`src/rtl/reg_sched_pkg.sv`:
```
`default_nettype none
// ============================================================================
// Module   : reg_sched_pkg
// Brief    : Shared constants, FSM state type and helpers for reg_write_sched.
// Revision : 1.0
// ============================================================================
package reg_sched_pkg;

    localparam int NREGS  = 8;
    localparam int REG_AW = 3;
    localparam int REG_DW = 8;

    typedef enum logic [1:0] {
        RUN   = 2'd0,
        DRAIN = 2'd1,
        DONE  = 2'd2
    } sched_state_t;

    function automatic logic [NREGS-1:0] reg_onehot(input logic [REG_AW-1:0] addr);
        return NREGS'(1) << addr;
    endfunction

endpackage
`default_nettype wire

```
`src/rtl/rr_arbiter.sv`:
```
`default_nettype none
// ============================================================================
// Module   : rr_arbiter
// Brief    : Round-robin arbiter; grants the first request at or after ptr.
// Revision : 1.0
// ============================================================================
module rr_arbiter #(
    parameter  int NREQ = 2,
    localparam int PW   = (NREQ > 1) ? $clog2(NREQ) : 1
) (
    input  logic            clk,
    input  logic            rst,
    input  logic [NREQ-1:0] req,
    input  logic            advance,
    output logic [NREQ-1:0] gnt,
    output logic [PW-1:0]   ptr
);

    logic [PW-1:0]   r_ptr;
    logic [NREQ-1:0] w_gnt;
    logic [PW-1:0]   w_idx;
    logic [PW-1:0]   w_cand;
    logic            w_found;

    always_comb begin
        w_gnt   = '0;
        w_idx   = '0;
        w_cand  = '0;
        w_found = 1'b0;
        for (int k = 0; k < NREQ; k++) begin
            w_cand = PW'((int'(r_ptr) + k) % NREQ);
            if (!w_found && req[w_cand]) begin
                w_found        = 1'b1;
                w_gnt[w_cand]  = 1'b1;
                w_idx          = w_cand;
            end
        end
    end

    always_ff @(posedge clk) begin
        if (rst) begin
            r_ptr <= '0;
        end else if (advance && w_found) begin
            r_ptr <= (w_idx == PW'(NREQ - 1)) ? '0 : w_idx + 1'b1;
        end
    end

    assign gnt = w_gnt;
    assign ptr = r_ptr;

endmodule
`default_nettype wire

```
`src/rtl/reg_write_sched.sv`:
```
`default_nettype none
// ============================================================================
// Module   : reg_write_sched
// Brief    : Write-port scheduler for the 8x8 register bank with busy
//            scoreboard and flush/drain. Option: REG_WRITE_SCHED_ZERO_LOCK_EN
//            makes register 0 read-only zero.
// Revision : 1.0
// ============================================================================
module reg_write_sched
    import reg_sched_pkg::*;
#(
    parameter int NREQ = 2,
    parameter int DW   = REG_DW,
    parameter int AW   = REG_AW
) (
    input  logic               clk,
    input  logic               rst,
    input  logic [NREQ-1:0]    req_valid,
    input  logic [NREQ*AW-1:0] req_addr,
    input  logic [NREQ*DW-1:0] req_data,
    output logic [NREQ-1:0]    req_ready,
    input  logic               rsv_valid,
    input  logic [AW-1:0]      rsv_addr,
    output logic               rsv_ok,
    output logic [NREGS-1:0]   busy,
    input  logic               flush,
    output logic               flush_done,
    output logic               err_unrsv,
    output logic               wr_en,
    output logic [AW-1:0]      wr_addr,
    output logic [DW-1:0]      wr_data
);

    localparam int PW = (NREQ > 1) ? $clog2(NREQ) : 1;

`ifdef REG_WRITE_SCHED_ZERO_LOCK_EN
    localparam bit ZERO_LOCK = 1'b1;
`else
    localparam bit ZERO_LOCK = 1'b0;
`endif

    sched_state_t     r_state;
    sched_state_t     w_state_next;
    logic [NREGS-1:0] r_busy;
    logic             r_err;
    logic             r_wr_en;
    logic [AW-1:0]    r_wr_addr;
    logic [DW-1:0]    r_wr_data;

    logic [NREQ-1:0]  w_gnt;
    logic [PW-1:0]    w_unused_ptr;
    logic             w_gnt_any;
    logic [AW-1:0]    w_gnt_addr;
    logic [DW-1:0]    w_gnt_data;
    logic             w_lock_gnt;
    logic             w_lock_rsv;
    logic             w_write;
    logic             w_rsv_ok;
    logic [NREGS-1:0] w_clr;
    logic [NREGS-1:0] w_set;
    logic [NREGS-1:0] w_busy_next;

    rr_arbiter #(
        .NREQ (NREQ)
    ) u_arb (
        .clk     (clk),
        .rst     (rst),
        .req     (req_valid),
        .advance (w_gnt_any),
        .gnt     (w_gnt),
        .ptr     (w_unused_ptr)
    );

    assign w_gnt_any = |w_gnt;

    always_comb begin
        w_gnt_addr = '0;
        w_gnt_data = '0;
        for (int i = 0; i < NREQ; i++) begin
            if (w_gnt[i]) begin
                w_gnt_addr = req_addr[i*AW +: AW];
                w_gnt_data = req_data[i*DW +: DW];
            end
        end
    end

    // Locked register 0 completes the handshake but never reaches the bank.
    assign w_lock_gnt = ZERO_LOCK && (w_gnt_addr == '0);
    assign w_lock_rsv = ZERO_LOCK && (rsv_addr == '0);
    assign w_write    = w_gnt_any && !w_lock_gnt;

    always_comb begin
        w_rsv_ok = 1'b0;
        if (rsv_valid && (r_state == RUN)) begin
            w_rsv_ok = w_lock_rsv || !r_busy[rsv_addr] ||
                       (w_gnt_any && (w_gnt_addr == rsv_addr));
        end
    end

    // Set is applied after clear so a same-cycle re-reservation keeps busy high.
    assign w_clr       = w_gnt_any ? reg_onehot(w_gnt_addr) : '0;
    assign w_set       = (w_rsv_ok && !w_lock_rsv) ? reg_onehot(rsv_addr) : '0;
    assign w_busy_next = (r_busy & ~w_clr) | w_set;

    always_comb begin
        w_state_next = r_state;
        case (r_state)
            RUN: begin
                if (flush) begin
                    w_state_next = DRAIN;
                end
            end
            DRAIN: begin
                if ((w_busy_next == '0) && !(|req_valid)) begin
                    w_state_next = DONE;
                end
            end
            DONE: begin
                w_state_next = RUN;
            end
            default: begin
                w_state_next = RUN;
            end
        endcase
    end

    always_ff @(posedge clk) begin
        if (rst) begin
            r_state   <= RUN;
            r_busy    <= '0;
            r_err     <= 1'b0;
            r_wr_en   <= 1'b0;
            r_wr_addr <= '0;
            r_wr_data <= '0;
        end else begin
            r_state <= w_state_next;
            r_busy  <= w_busy_next;
            r_wr_en <= w_write;
            if (w_write) begin
                r_wr_addr <= w_gnt_addr;
                r_wr_data <= w_gnt_data;
                if (!r_busy[w_gnt_addr]) begin
                    r_err <= 1'b1;
                end
            end
        end
    end

    assign req_ready  = w_gnt;
    assign rsv_ok     = w_rsv_ok;
    assign busy       = r_busy;
    assign flush_done = (r_state == DONE);
    assign err_unrsv  = r_err;
    assign wr_en      = r_wr_en;
    assign wr_addr    = r_wr_addr;
    assign wr_data    = r_wr_data;

endmodule
`default_nettype wire

```
`config.mk`:
```
export PLATFORM = sky130hd
export DESIGN_NAME = reg_write_sched
export DESIGN_NICKNAME = d
export VERILOG_FILES = /design/src/rtl/reg_sched_pkg.sv /design/src/rtl/rr_arbiter.sv /design/src/rtl/reg_write_sched.sv
export SDC_FILE = /design/constraint.sdc
export NUM_CORES = 1
export LEC_CHECK = 0
export BUFFER_PORTS_ARGS = -buffer_cell sky130_fd_sc_hd__buf_2
export CAP_MARGIN = 10
export CORE_MARGIN = 1.5
export CORE_UTILIZATION = 25
export CTS_CLUSTER_SIZE = 30
export DETAILED_ROUTE_END_ITERATION = 12
export MAX_ROUTING_LAYER = met4
export PLACE_DENSITY_LB_ADDON = 0.12
export SLEW_MARGIN = 5
export SYNTH_ARGS = -nofsm -noshare
export SYNTH_HDL_FRONTEND = slang
export SYNTH_SLANG_ARGS = --single-unit
```
`constraint.sdc`:
```
create_clock -name clk -period 2.63 [get_ports clk]
set_clock_uncertainty 0.15 [all_clocks]
set_input_delay 0.526 -clock clk [delete_from_list [all_inputs] [get_ports clk]]
set_output_delay 0.526 -clock clk [all_outputs]
set_load 0.005 [all_outputs]
```
== Word level (Yosys, flattened, before mapping) ==
Index checks and enable logic that the tools add are counted.

* Flip-flop bits (word level): 24
* Input bits: 31
* Word-level logic and storage cells: 73

* Add/subtract/negate cells: 2
* Magnitude comparators: 6
* Eq/ne operators: 5
* Shifts and indexed selects: 2
* Mux-type cells: 29
* Bitwise operators: 5
* Reduce and logical (&&, ||, !) cells: 17

{| class="wikitable"
|+ Operators by type and width
! cell !! number
|-
| 8-bit two-way mux || 4
|-
| 1-bit by 3-bit << shifter with 8-bit output (first input constant) || 2
|-
| 1-bit two-way mux || 14
|-
| 8-bit bitwise AND || 1
|-
| 8-bit zero test || 1
|-
| 3-bit by 4-bit < comparator with 1-bit output (second input constant) || 2
|-
| 2-bit two-way mux || 4
|-
| 8-bit NOT || 1
|-
| 8-bit bitwise OR || 1
|-
| 1-bit logical AND || 7
|-
| 1-bit binary-select mux with 3-bit select || 2
|-
| 3-bit two-way mux || 2
|-
| 1-bit by 2-bit < comparator with 1-bit output (second input constant) || 2
|-
| 2-bit inequality test (second input constant) || 2
|-
| 2-bit case mux with 2 select lines || 1
|-
| 2-bit AND reduction || 2
|-
| 2-bit OR reduction || 2
|-
| 3-bit equality test || 1
|-
| 1-bit zero test || 3
|-
| 1-bit adder (second input constant) || 2
|-
| 1-bit demux with 1-bit select || 2
|-
| 2-bit by 1-bit equality test with 1-bit output (second input constant) || 1
|-
| 2-bit equality test (second input constant) || 1
|-
| 1-bit greater-or-equal comparator (second input constant) || 2
|-
| 4 further kinds || 4
|}

== Longest topological paths before layout ==
Gate-level depths: netlist (run 1).

* Depth in word-level cells: 19
* Depth in mapped cells: 10

== Hierarchy ==
Synthesis (run 1) repeated with hierarchy kept, for this count alone.

* Cell total of the unflattened synthesis: 168
* Area, all modules: 1,408.9 sq um

{| class="wikitable"
|+ By module, submodules not included
! module !! times used !! cells each !! area an instance (sq um)
|-
| reg_write_sched || 1 || 161 || 1,343.8
|-
| rr_arbiter || 1 || 7 || 65.1
|}

== Worst setup path after synthesis (run 1) ==
Ideal clock, no wire load.

* Path kind: input -> output
* From: input port req_valid[1]
* To: output port rsv_ok
* Data arrival time: 1.791 ns
* Required time: 1.954 ns
* Slack: 0.163 ns
* Cell stages on the path: 9
* Path through: buf_4 -> a21bo_1 -> buf_6 -> inv_4 -> a32oi_4 -> xnor2_1 -> o31ai_1 -> a31oi_1 -> a21oi_1

* Longest elaborated chain between the ends: 12
* Elaborated cells between the ends (all ways): 17
* Classes of those cells: 1 x eq/ne; 10 x mux; 1 x bitwise; 5 x reduce/logical

{| class="wikitable"
|+ RTL lines
! item !! RTL line !! text
|-
| from (decl) || reg_write_sched.sv:18 || <nowiki>input logic [NREQ-1:0] req_valid,</nowiki>
|-
| 1-bit two-way mux (implied by the code) (2 in a row) || rr_arbiter.sv:32 || <nowiki>if (!w_found && req[w_cand]) begin</nowiki>
|-
| 1-bit two-way mux || rr_arbiter.sv:32 ||
|-
| 1-bit zero test || rr_arbiter.sv:32 ||
|-
| 1-bit logical AND || rr_arbiter.sv:32 ||
|-
| 2-bit two-way mux * || rr_arbiter.sv:32 ||
|-
| via req_ready[0] || reg_write_sched.sv:21 || <nowiki>output logic [NREQ-1:0] req_ready,</nowiki>
|-
| 3-bit two-way mux (2 in a row) || reg_write_sched.sv:80 || <nowiki>if (w_gnt[i]) begin</nowiki>
|-
| 3-bit equality test || reg_write_sched.sv:96 || <nowiki>(w_gnt_any && (w_gnt_addr == rsv_addr));</nowiki>
|-
| 1-bit logical AND * || reg_write_sched.sv:96 ||
|-
| 1-bit logical OR * || reg_write_sched.sv:95 || <nowiki>w_rsv_ok = w_lock_rsv || !r_busy[rsv_addr] ||</nowiki>
|-
| 1-bit two-way mux * || reg_write_sched.sv:94 || <nowiki>if (rsv_valid && (r_state == RUN)) begin</nowiki>
|-
| to (decl) || reg_write_sched.sv:24 || <nowiki>output logic rsv_ok,</nowiki>
|}

Mark *: on every way through the listed nets, which the timed path passes. The rest lies on a longest branch. The select of a mux whose other input is x is not followed.

== Worst setup path in the final report (run 1) ==
* From: input port req_valid[1]
* To: output port rsv_ok

* Longest elaborated chain between the ends: 12
* Elaborated cells between the ends (all ways): 17
* Classes of those cells: 1 x eq/ne; 10 x mux; 1 x bitwise; 5 x reduce/logical

{| class="wikitable"
|+ RTL lines
! item !! RTL line
|-
| 1-bit two-way mux (implied by the code) (2 in a row) || rr_arbiter.sv:32
|-
| 1-bit two-way mux || rr_arbiter.sv:32
|-
| 1-bit zero test || rr_arbiter.sv:32
|-
| 1-bit logical AND || rr_arbiter.sv:32
|-
| 2-bit two-way mux * || rr_arbiter.sv:32
|-
| 3-bit two-way mux (2 in a row) || reg_write_sched.sv:80
|-
| 3-bit equality test || reg_write_sched.sv:96
|-
| 1-bit logical AND * || reg_write_sched.sv:96
|-
| 1-bit logical OR * || reg_write_sched.sv:95
|-
| 1-bit two-way mux * || reg_write_sched.sv:94
|}

Mark *: on every way between the ends. The rest lies on a longest branch, timed or not. The select of a mux whose other input is x is not followed.

==> results of run 1 <==
[cells in the final DEF (no fill, tap or decap), drive strengths merged]
cell,n
a31oi,12
and2,1
nand2,10
mux2,3
mux2i,3
o211ai,1
a211oi,2
a32oi,3
inv,11
mux4,1
nand2b,4
o31a,2
nor4b,2
a21bo,1
o31ai,1
xnor2,4
nand3,5
a32o,2
a21oi,17
o2111ai,1
o22ai,3
o2bb2ai,1
or2,1
buf,67
clkbuf,4
nor2,20
nor3,3
o41ai,2
nor2b,2
a22oi,1
o21ai,1
dfxtp,24
nand3b,2
o221a,8
or3,2
[stage by stage]
step                cells  hold WS (ns)  worst slack, ns  power (W)
global route          299         0.337          -0.0230   0.000942
global placement      294         0.304            0.108   0.000632
floorplan             170         0.303            0.163   0.000538
finish                299         0.305            0.134   0.000892
detailed placement    294         0.298           0.0927   0.000629
CTS                   298         0.310           0.0228   0.000887
[final cells by class]
type,count,area share
Clock buffer,4,0.0292
Timing Repair Buffer,67,0.197
Multi-Input combinational cell,121,0.446
Tap cell,72,0.0478
Inverter,11,0.0246
Sequential cell,24,0.255
[worst paths after layout]
| kind | cells after the start | slack [ns] | to |
|---|---|---|---|
| max | 9 | 0.13 | rsv_ok |
| min | 2 | 0.30 | wr_addr[2] |
| max reg2reg | 7 | 0.51 | r_state[0] |
| min reg2reg | 2 | 0.30 | wr_addr[2] |
[power groups by stage]
| stage | sequential [W] | combinational [W] | clock, W |
|---|---|---|---|
| CTS | 0.000403 | 0.000219 | 0.000264 |
| global route | 0.000408 | 0.000253 | 0.000281 |
| finish | 0.000403 | 0.000229 | 0.000259 |
| global placement | 0.000412 | 0.000220 | 0 |
| floorplan | 0.000410 | 0.000127 | 0 |
| detailed placement | 0.000411 | 0.000218 | 0 |
[routing by layer]
layer	global-route usage	up-vias
met3	0.0282	5
met2	0.236	53
met5	-	-
li1	-	742
met4	0.0429	0
met1	0.194	683
[timing repair]
action | CTS | global route
hold buffers | 0 | 0
setup buffers | 0 | 1
resized for setup | 0 | 8
endpoints found under the setup margin | 0 | 1
[worst register-to-register path: stages, from the launching register on]
cell	delay, ns
dfxtp_2	0.34
nand2b_4	0.18
buf_4	0.15
a32o_1	0.29
or3_1	0.40
a21oi_1	0.16
o2111ai_1	0.14
nor4b_1	0.17
[flip-flops by register name, indices dropped and copies added (netlist names), named ones only]
signal	cells
busy	8
err_unrsv	1
r_state	2
wr_addr	3
wr_data	8
wr_en	1
[logic make-up (layout without fill, tap and decap cells)]
| family | after synthesis | in the layout | synth area share |
|---|---|---|---|
| mux | 7 | 7 | 0.0614 |
| flops | 24 | 24 | 0.342 |
| xor+xnor | 4 | 4 | 0.0249 |
| compound gates | 58 | 58 | 0.318 |
| buf+inv | 25 | 82 | 0.0783 |
| simple gates | 52 | 52 | 0.176 |
==> results.txt, run 1 <==
Least-Margin Pin Slew: 0.545 ns
Sequential Power Share: 0.453
Syn nets: 201
Most frequent cells after synthesis: dfxtp_1, nor2_1, a21oi_1
Met3 routed WL: 235 um
Post-Route WL: 4250 um
Seq. cell area: 482 um^2
Synth area leader: dfxtp_1
Top-Level Pins: 56
GP Congestion: 0.785
F_max: 401 MHz
Crit-path max cell delay: 0.27 ns
Vias in the first global route: 1470
WL/cell: 14.2 um
CTS tree: done
First-pass GRT wire length: 7050 um
WP buf/inv: 3
Vias: 1483
Switching Fraction: 0.294
FILL cells: 608
Number of synthesized flops with an enable pin: 0
Sw power: 0.000262 W
Skew-Pair Late Insertion Delay: 0.27 ns
Top layer in use: met4
Die width: 78 um
Drt pass-1 iters: 4
Critical path fanouts, max: 7
Slowest CP cell: o31ai_1
Worst hold start: wr_addr[2]
Post-synthesis sequential area ratio: 0.342
Worst setup SP type: primary input
Total congestion overflow: 0
CTS HTree Levels: 1
Final ANT Viol Nets: 0
Hpwl dp: 3100 um
Fin area: 1890 um^2
M1 WL: 2000 um
Clock share of power: 0.291
Top Family by Delay on Critical Path: compound AO/OA/AOI/OAI gates
Largest net degree at the start of global routing: 27
P&R area growth vs syn: 34.1%
DRT iter0 DRCs: 69
Global-route usage over all layers: 0.149
Met2 routed WL: 1980 um
Die Y: 78 um
CTS Buffer Depth: 2
Final Cycle Share: 0.949
Ys flop type: dfxtp_1
CP dominant cell by count: buf_2
Arrival time worst endpoint: 1.82 ns
Peak supply drop: 0.176 mV
Max cap viols: 0
RSZ-0062 raised after global routing: true
Mapped Cells: 170
Via density: 4.96
Placeable Area: 5470 um^2
Synthesized area: 1410 um^2
Required time of the critical path: 1.95 ns
Mean Syn Cell Area: 8.27 um^2
Num CTS Buffers: 3
HP Class: reg -> reg
Min cycle time layout: 2.50 ns
Critical path endpoint category: primary output
Initial antenna violation count: 0
Finish-stage setup viols: 0
Fin. Hold Viols: 0
Layout cells sized above 1: 0.352
Site row count: 27
DRC: 0
Share of the synthesized area in the top cell type: 0.342
Yosys cell types: 42
Outcome: finished, final reports clean
Die area: 6080 um^2
Initial Utilization: 0.257
Area of the multi-input gates: 841 um^2
Comb power frac: 0.257
Most common cell in the netlist: dfxtp_1
Slew Viols, Final: 0
Clk sink count: 24
Async SR Flop Fraction: 0
Cell Pwr Density: 473 nW/um^2
WS Path Type: in -> out
Crit path from: req_valid[1]
Final core occ: 0.345
Synth warn: 0
Layout Nets: 259
Synth top area cells: dfxtp_1, o221a_1, a21oi_1
Placed inst area: 1790 um^2
Internal power: 0.000630 W
Clock transition at path regs: 0.08 ns
Slew headroom: 0.632
Clock root cell: clkbuf_8
Leak Pwr: 0.817 nW
Setup TNS Final: 0 ns
Antenna diodes: 0
Yosys reg bits: 24
Cells along the critical path: buf_2, a21bo_4, inv_6, a32oi_4, xnor2_1, o31ai_1, a31oi_1, a21oi_1, buf_2
# port buffers: 55
(Power assumes the default switching activity.)
==> run 2, diff against run 1 <==
- CTS_CLUSTER_DIAMETER: unset -> 150
- clock period: 2.63 -> 2.44 ns (I/O delays scaled with it)
==> run 2 against run 1 <==
Effect of this change:
- sequential cell count unchanged
- register-to-register slack got worse by 0.17 ns
- via count increased by 0.34%
- count of clock-buffer cells in the layout unchanged
- sequential power increased by 7.9%
- sequential share of layout area decreased by 0.63 points
- die area unchanged
- routed wire length decreased by 1.3%
- non-clock buffer count increased by 7
- cell count increased by 2.3%
- largest cell class unchanged
==> results.txt, run 2 (synthesis results as in run 1) <==
WP buf/inv: 3 (unchanged)
Least-Margin Pin Slew: 0.524 ns (-0.0206 ns)
F_max: 418 MHz
DRC: 0 (unchanged)
Setup TNS Final: 0 ns (unchanged)
Placeable Area: 5470 um^2 (unchanged)
Most common cell after layout, fill and taps aside: buf_2
Required time of the critical path: 1.80 ns (-0.15 ns)
WS Path Type: in -> out
Post-CTS Hold Buffers: 0 (unchanged)
Fin area: 1930 um^2 (+2.5%)
Hpwl dp: 3150 um (+1.7%)
Crit-path max cell delay: 0.25 ns (-0.02 ns)
Vias: 1488 (+0.34%)
Critical path endpoint category: primary output
Placed inst area: 1850 um^2 (+3.4%)
RSZ-0062 raised after global routing: true
Slew headroom: 0.646 (+0.0139)
Layout cells sized above 1: 0.380 (+0.0279)
Die width: 78 um (unchanged)
CTS tree: done
Leak Pwr: 0.857 nW (+5.0%)
Worst hold slack: 0.311 ns (+0.00614 ns)
FILL cells: 612 (+0.66%)
Cells along the critical path: buf_4, a21bo_4, inv_4, a32oi_4, xnor2_2, o31ai_2, a31oi_1, a21oi_1, buf_2
Largest net degree at the start of global routing: 27 (unchanged)
CTS HTree Levels: 1 (unchanged)
Via density: 4.86 (-2.0%)
Num CTS Buffers: 3 (unchanged)
Antenna diodes: 0 (unchanged)
Vias in the first global route: 1441 (-2.0%)
Final core occ: 0.353 (+0.00869)
Slowest CP cell: o31ai_2
HP Class: reg -> reg
First-pass GRT wire length: 6880 um (-2.4%)
Site row count: 27 (unchanged)
Initial Utilization: 0.257 (unchanged)
Global-route usage over all layers: 0.146 (-0.00341)
Initial antenna violation count: 0 (unchanged)
Worst setup SP type: primary input
Post-Route WL: 4190 um (-1.3%)
Finish-stage setup viols: 0 (unchanged)
Slew Viols, Final: 0 (unchanged)
Top-Level Pins: 56 (unchanged)
Final Cycle Share: 0.982
Final ANT Viol Nets: 0 (unchanged)
Comb power frac: 0.264 (+0.007)
Min cycle time layout: 2.39 ns
DRT iter0 DRCs: 70 (+1.4%)
Internal power: 0.000687 W (+9.1%)
Drt pass-1 iters: 4 (unchanged)
P&R area growth vs syn: 37.5%
Clk sink count: 24 (unchanged)
Arrival time worst endpoint: 1.76 ns (-0.06 ns)
GP Congestion: 0.746 (-5.0%)
Pre-CTS setup slack: 0.00906 ns (-0.0837 ns)
Fin. Hold Viols: 0 (unchanged)
Outcome: finished, final reports clean
Worst setup margin: 0.0451 ns (-0.0892 ns)
Critical path fanouts, max: 4 (-3)
CTS Buffer Depth: 2 (unchanged)
Commonest cells after routing, fill and taps aside: buf_2, dfxtp_1, nor2_1, buf_4, a21oi_1
Skew-Pair Late Insertion Delay: 0.27 ns (about the same)
Clock transition at path regs: 0.09 ns (about the same)
Max cap viols: 0 (unchanged)
Die area: 6080 um^2 (unchanged)
Sequential Power Share: 0.449 (-0.004)
Clock share of power: 0.287 (-0.004)
Total congestion overflow: 0 (unchanged)
Top Family by Delay on Critical Path: compound AO/OA/AOI/OAI gates
Switching Fraction: 0.290 (-0.00364)
Die Y: 78 um (unchanged)
Layout Nets: 266 (+2.7%)
Peak supply drop: 0.200 mV (+13%)
WL/cell: 13.7 um (-3.6%)
Clock root cell: clkbuf_8
Post-CTS Setup Bufs: 0 (unchanged)
Setup slack, reg-to-reg: 0.34 ns (-0.17 ns)
Sw power: 0.000281 W (+7.2%)
Cell Pwr Density: 501 nW/um^2 (+5.9%)
# port buffers: 55 (unchanged)
run 2: layout make-up:
type / count / area [um^2] / share of cell area
multi-input combinational: 121 / 842 / 0.436
sequential: 24 / 482 / 0.249
timing repair buffer: 74 / 420 / 0.217
tap: 72 / 90.1 / 0.0466
clock buffer: 4 / 55.1 / 0.0285
inverter: 11 / 43.8 / 0.0227
run 2: metal layers:
layer  part of all wire  GRT usage  up-vias
li1                   -          -      759
met1               0.47      0.192      666
met2               0.45      0.231       56
met3              0.062     0.0176        7
met4              0.016     0.0482        0
met5                  0          -        -
run 2: metrics by stage:
stage / std cells / total power (W)
after floorplan: 170 / 0.000579
after global placement: 302 / 0.000695
after detailed placement: 302 / 0.000691
after CTS: 306 / 0.000977
after global routing: 306 / 0.00103
final: 306 / 0.000968
run 2: path summary, 6_finish.rpt:
kind,from,to,depth (start not counted)
worst max-delay path,req_valid[0],rsv_ok,9
worst min-delay path,wr_addr[2],wr_addr[2],2
worst max register to register,register,r_state[0],7
worst min register to register,wr_addr[2],wr_addr[2],2
run 2: timing repair:
item,CTS,global route
resized for setup,4,3
endpoints found under the setup margin,1,1
pin swaps,2,3
hold endpoints to repair,0,0
run 2: power by group through the flow:
stage          logic (W)  clock network [W]  registers (W)
6_report        0.000255           0.000278       0.000435
5_1_grt         0.000284           0.000310       0.000439
4_1_cts         0.000253           0.000289       0.000435
3_5_place_dp    0.000248                  0       0.000443
3_3_place_gp    0.000251                  0       0.000444
2_1_floorplan   0.000137                  0       0.000442
run 2: worst min-delay path, delay by kind of cell, from the launching register on:
family / cells / cell delay, ns
AOI/OAI and AO/OA: 1 / 0.05
DFF: 1 / 0.31
and+or+nand+nor: 1 / 0.05
==> run 3, diff against run 2 <==
- MAX_ROUTING_LAYER: met4 -> unset
- SKIP_CTS_REPAIR_TIMING: unset -> 1
==> run 3 against run 2 <==
Effect of this change:
- via count decreased by 0.20%
- global-route usage decreased by 0.44 points
- sequential share of layout area increased by 0.16 points
- highest routed layer unchanged
- count of clock-buffer cells in the layout unchanged
- die area unchanged
- critical path depth unchanged
- clock power about the same
- critical path type unchanged
- combinational power decreased by 2%
- cell count unchanged
- sequential power about the same
==> results.txt, run 3 (synthesis results as in run 1) <==
Vias in the first global route: 1428 (-0.90%)
Final ANT Viol Nets: 0 (unchanged)
Initial antenna violation count: 0 (unchanged)
Arrival time worst endpoint: 1.79 ns (+0.03 ns)
Clk sink count: 24 (unchanged)
Outcome: finished, final reports clean
Overall power: 0.000963 W (-0.47%)
Required time of the critical path: 1.80 ns (about the same)
Total congestion overflow: 0 (unchanged)
Peak supply drop: 0.200 mV (about the same)
First-pass GRT wire length: 6870 um (-0.20%)
Leak Pwr: 0.850 nW (-0.88%)
Vias: 1485 (-0.20%)
Placeable Area: 5470 um^2 (unchanged)
GP Congestion: 0.737 (-1.2%)
Most common cell after layout, fill and taps aside: buf_2
Clock transition at path regs: 0.09 ns (about the same)
Layout cells sized above 1: 0.372 (-0.00855)
F_max: 411 MHz (-1.5%)
Num CTS Buffers: 3 (unchanged)
Slew Viols, Final: 0 (unchanged)
Cell Pwr Density: 502 nW/um^2 (+0.18%)
Site row count: 27 (unchanged)
CTS Buffer Depth: 2 (unchanged)
Die Y: 78 um (unchanged)
DRT iter0 DRCs: 78 (+11%)
Skew-Pair Late Insertion Delay: 0.27 ns (about the same)
WL/cell: 13.7 um (-0.26%)
Setup slack, reg-to-reg: 0.28 ns (-0.06 ns)
Clock root cell: clkbuf_8
Global-route usage over all layers: 0.141 (-0.00443)
Slew headroom: 0.643 (-0.00303)
DRC: 0 (unchanged)
Placed cells: 302 (unchanged)
FILL cells: 614 (+0.33%)
Die area: 6080 um^2 (unchanged)
Met3 routed WL: 275 um (+6.6%)
End of the worst hold path: wr_addr[2]
Antenna diodes: 0 (unchanged)
Least-Margin Pin Slew: 0.528 ns (+0.00448 ns)
Fin. Hold Viols: 0 (unchanged)
Hpwl dp: 3150 um (unchanged)
M1 WL: 1930 um (-2.4%)
Worst hold slack: 0.311 ns (-0.0000510 ns)
Fin cells: 306 (unchanged)
Initial Utilization: 0.257 (unchanged)
Drt pass-1 iters: 4 (unchanged)
P&R area growth vs syn: 36.6%
Worst hold start: wr_addr[2]
Post-Route WL: 4180 um (-0.26%)
Slowest CP cell: o31ai_1
Crit-path max cell delay: 0.28 ns (+0.03 ns)
Largest net degree at the start of global routing: 27 (unchanged)
Met2 routed WL: 1910 um (+1.0%)
Finish-stage setup viols: 0 (unchanged)
Max cap viols: 0 (unchanged)
HP Class: reg -> reg
Reg2Reg Depth: 7 (unchanged)
# port buffers: 55 (unchanged)
Crit path from: req_valid[0]
Die width: 78 um (unchanged)
Min cycle time layout: 2.43 ns (+0.0361 ns)
WS Path Type: in -> out
Critical path fanouts, max: 4 (unchanged)
Top-Level Pins: 56 (unchanged)
Final Cycle Share: 0.996 (+0.0148)
Layout Nets: 266 (unchanged)
Worst setup SP type: primary input
Hold depth: 2 (unchanged)
Top layer in use: met4
Critical path endpoint category: primary output
Commonest cells after routing, fill and taps aside: buf_2, dfxtp_1, nor2_1, buf_4, a21oi_1
Cells along the critical path: buf_4, a21bo_4, inv_4, a32oi_2, xnor2_1, o31ai_1, a31oi_1, a21oi_1, buf_2
CTS HTree Levels: 1 (unchanged)
Via density: 4.85 (-0.20%)
R2R Path End: r_state[0]
CTS tree: done
RSZ-0062 raised after global routing: true
-- run 3: cell counts in the layout (fill, tap and decap cells not counted) --
Identical to the previous run, type by type.
-- run 3: worst max-delay path by stage --
stage	end	slack (ns)
2_1_floorplan	rsv_ok	0.05
4_1_cts	rsv_ok	-0.11
3_3_place_gp	rsv_ok	0.006
6_report	rsv_ok	0.009
3_5_place_dp	rsv_ok	0.009
5_1_grt	rsv_ok	-0.15
-- run 3: through the flow --
| stage | setup slack (ns) | setup TNS [ns] | cell area, um^2 | utilization |
|---|---|---|---|---|
| global route | -0.148 | -0.148 | 1920 | 0.351 |
| global placement | 0.00644 | 0 | 1850 | 0.338 |
| detailed placement | 0.00906 | 0 | 1850 | 0.338 |
| floorplan | 0.0489 | 0 | 1410 | - |
| finish | 0.00904 | 0 | 1920 | 0.351 |
| CTS | -0.106 | -0.106 | 1900 | 0.348 |
-- run 3: per-layer routing --
| metal | vias to the layer above | GRT usage |
|---|---|---|
| li1 | 761 | - |
| met1 | 658 | 0.191 |
| met2 | 59 | 0.228 |
| met3 | 7 | 0.0212 |
| met4 | 0 | 0.0482 |
| met5 | - | 0 |
-- run 3: final cells by class --
class	instances	area (um^2)	share of cell area
timing repair buffer	74	420	0.219
sequential	24	482	0.251
tap	72	90.1	0.0469
multi-input combinational	121	830	0.432
inverter	11	43.8	0.0228
clock buffer	4	55.1	0.0287
-- run 3: report_power, final --
part / switching, W / internal (W) / total (W) / leakage, nW
Sequential: 0.0000177 / 0.000417 / 0.000435 / 0.198
Clock: 0.000133 / 0.000144 / 0.000277 / 0.0288
Combinational: 0.000128 / 0.000124 / 0.000251 / 0.623
Total: 0.000278 / 0.000685 / 0.000963 / 0.850
-- run 3: critical path: cells and delay by family --
family	cells	cell delay [ns]
buffers and inverters	3	0.31
xor gates and xnor gates	1	0.09
AOI/OAI and AO/OA	5	0.92
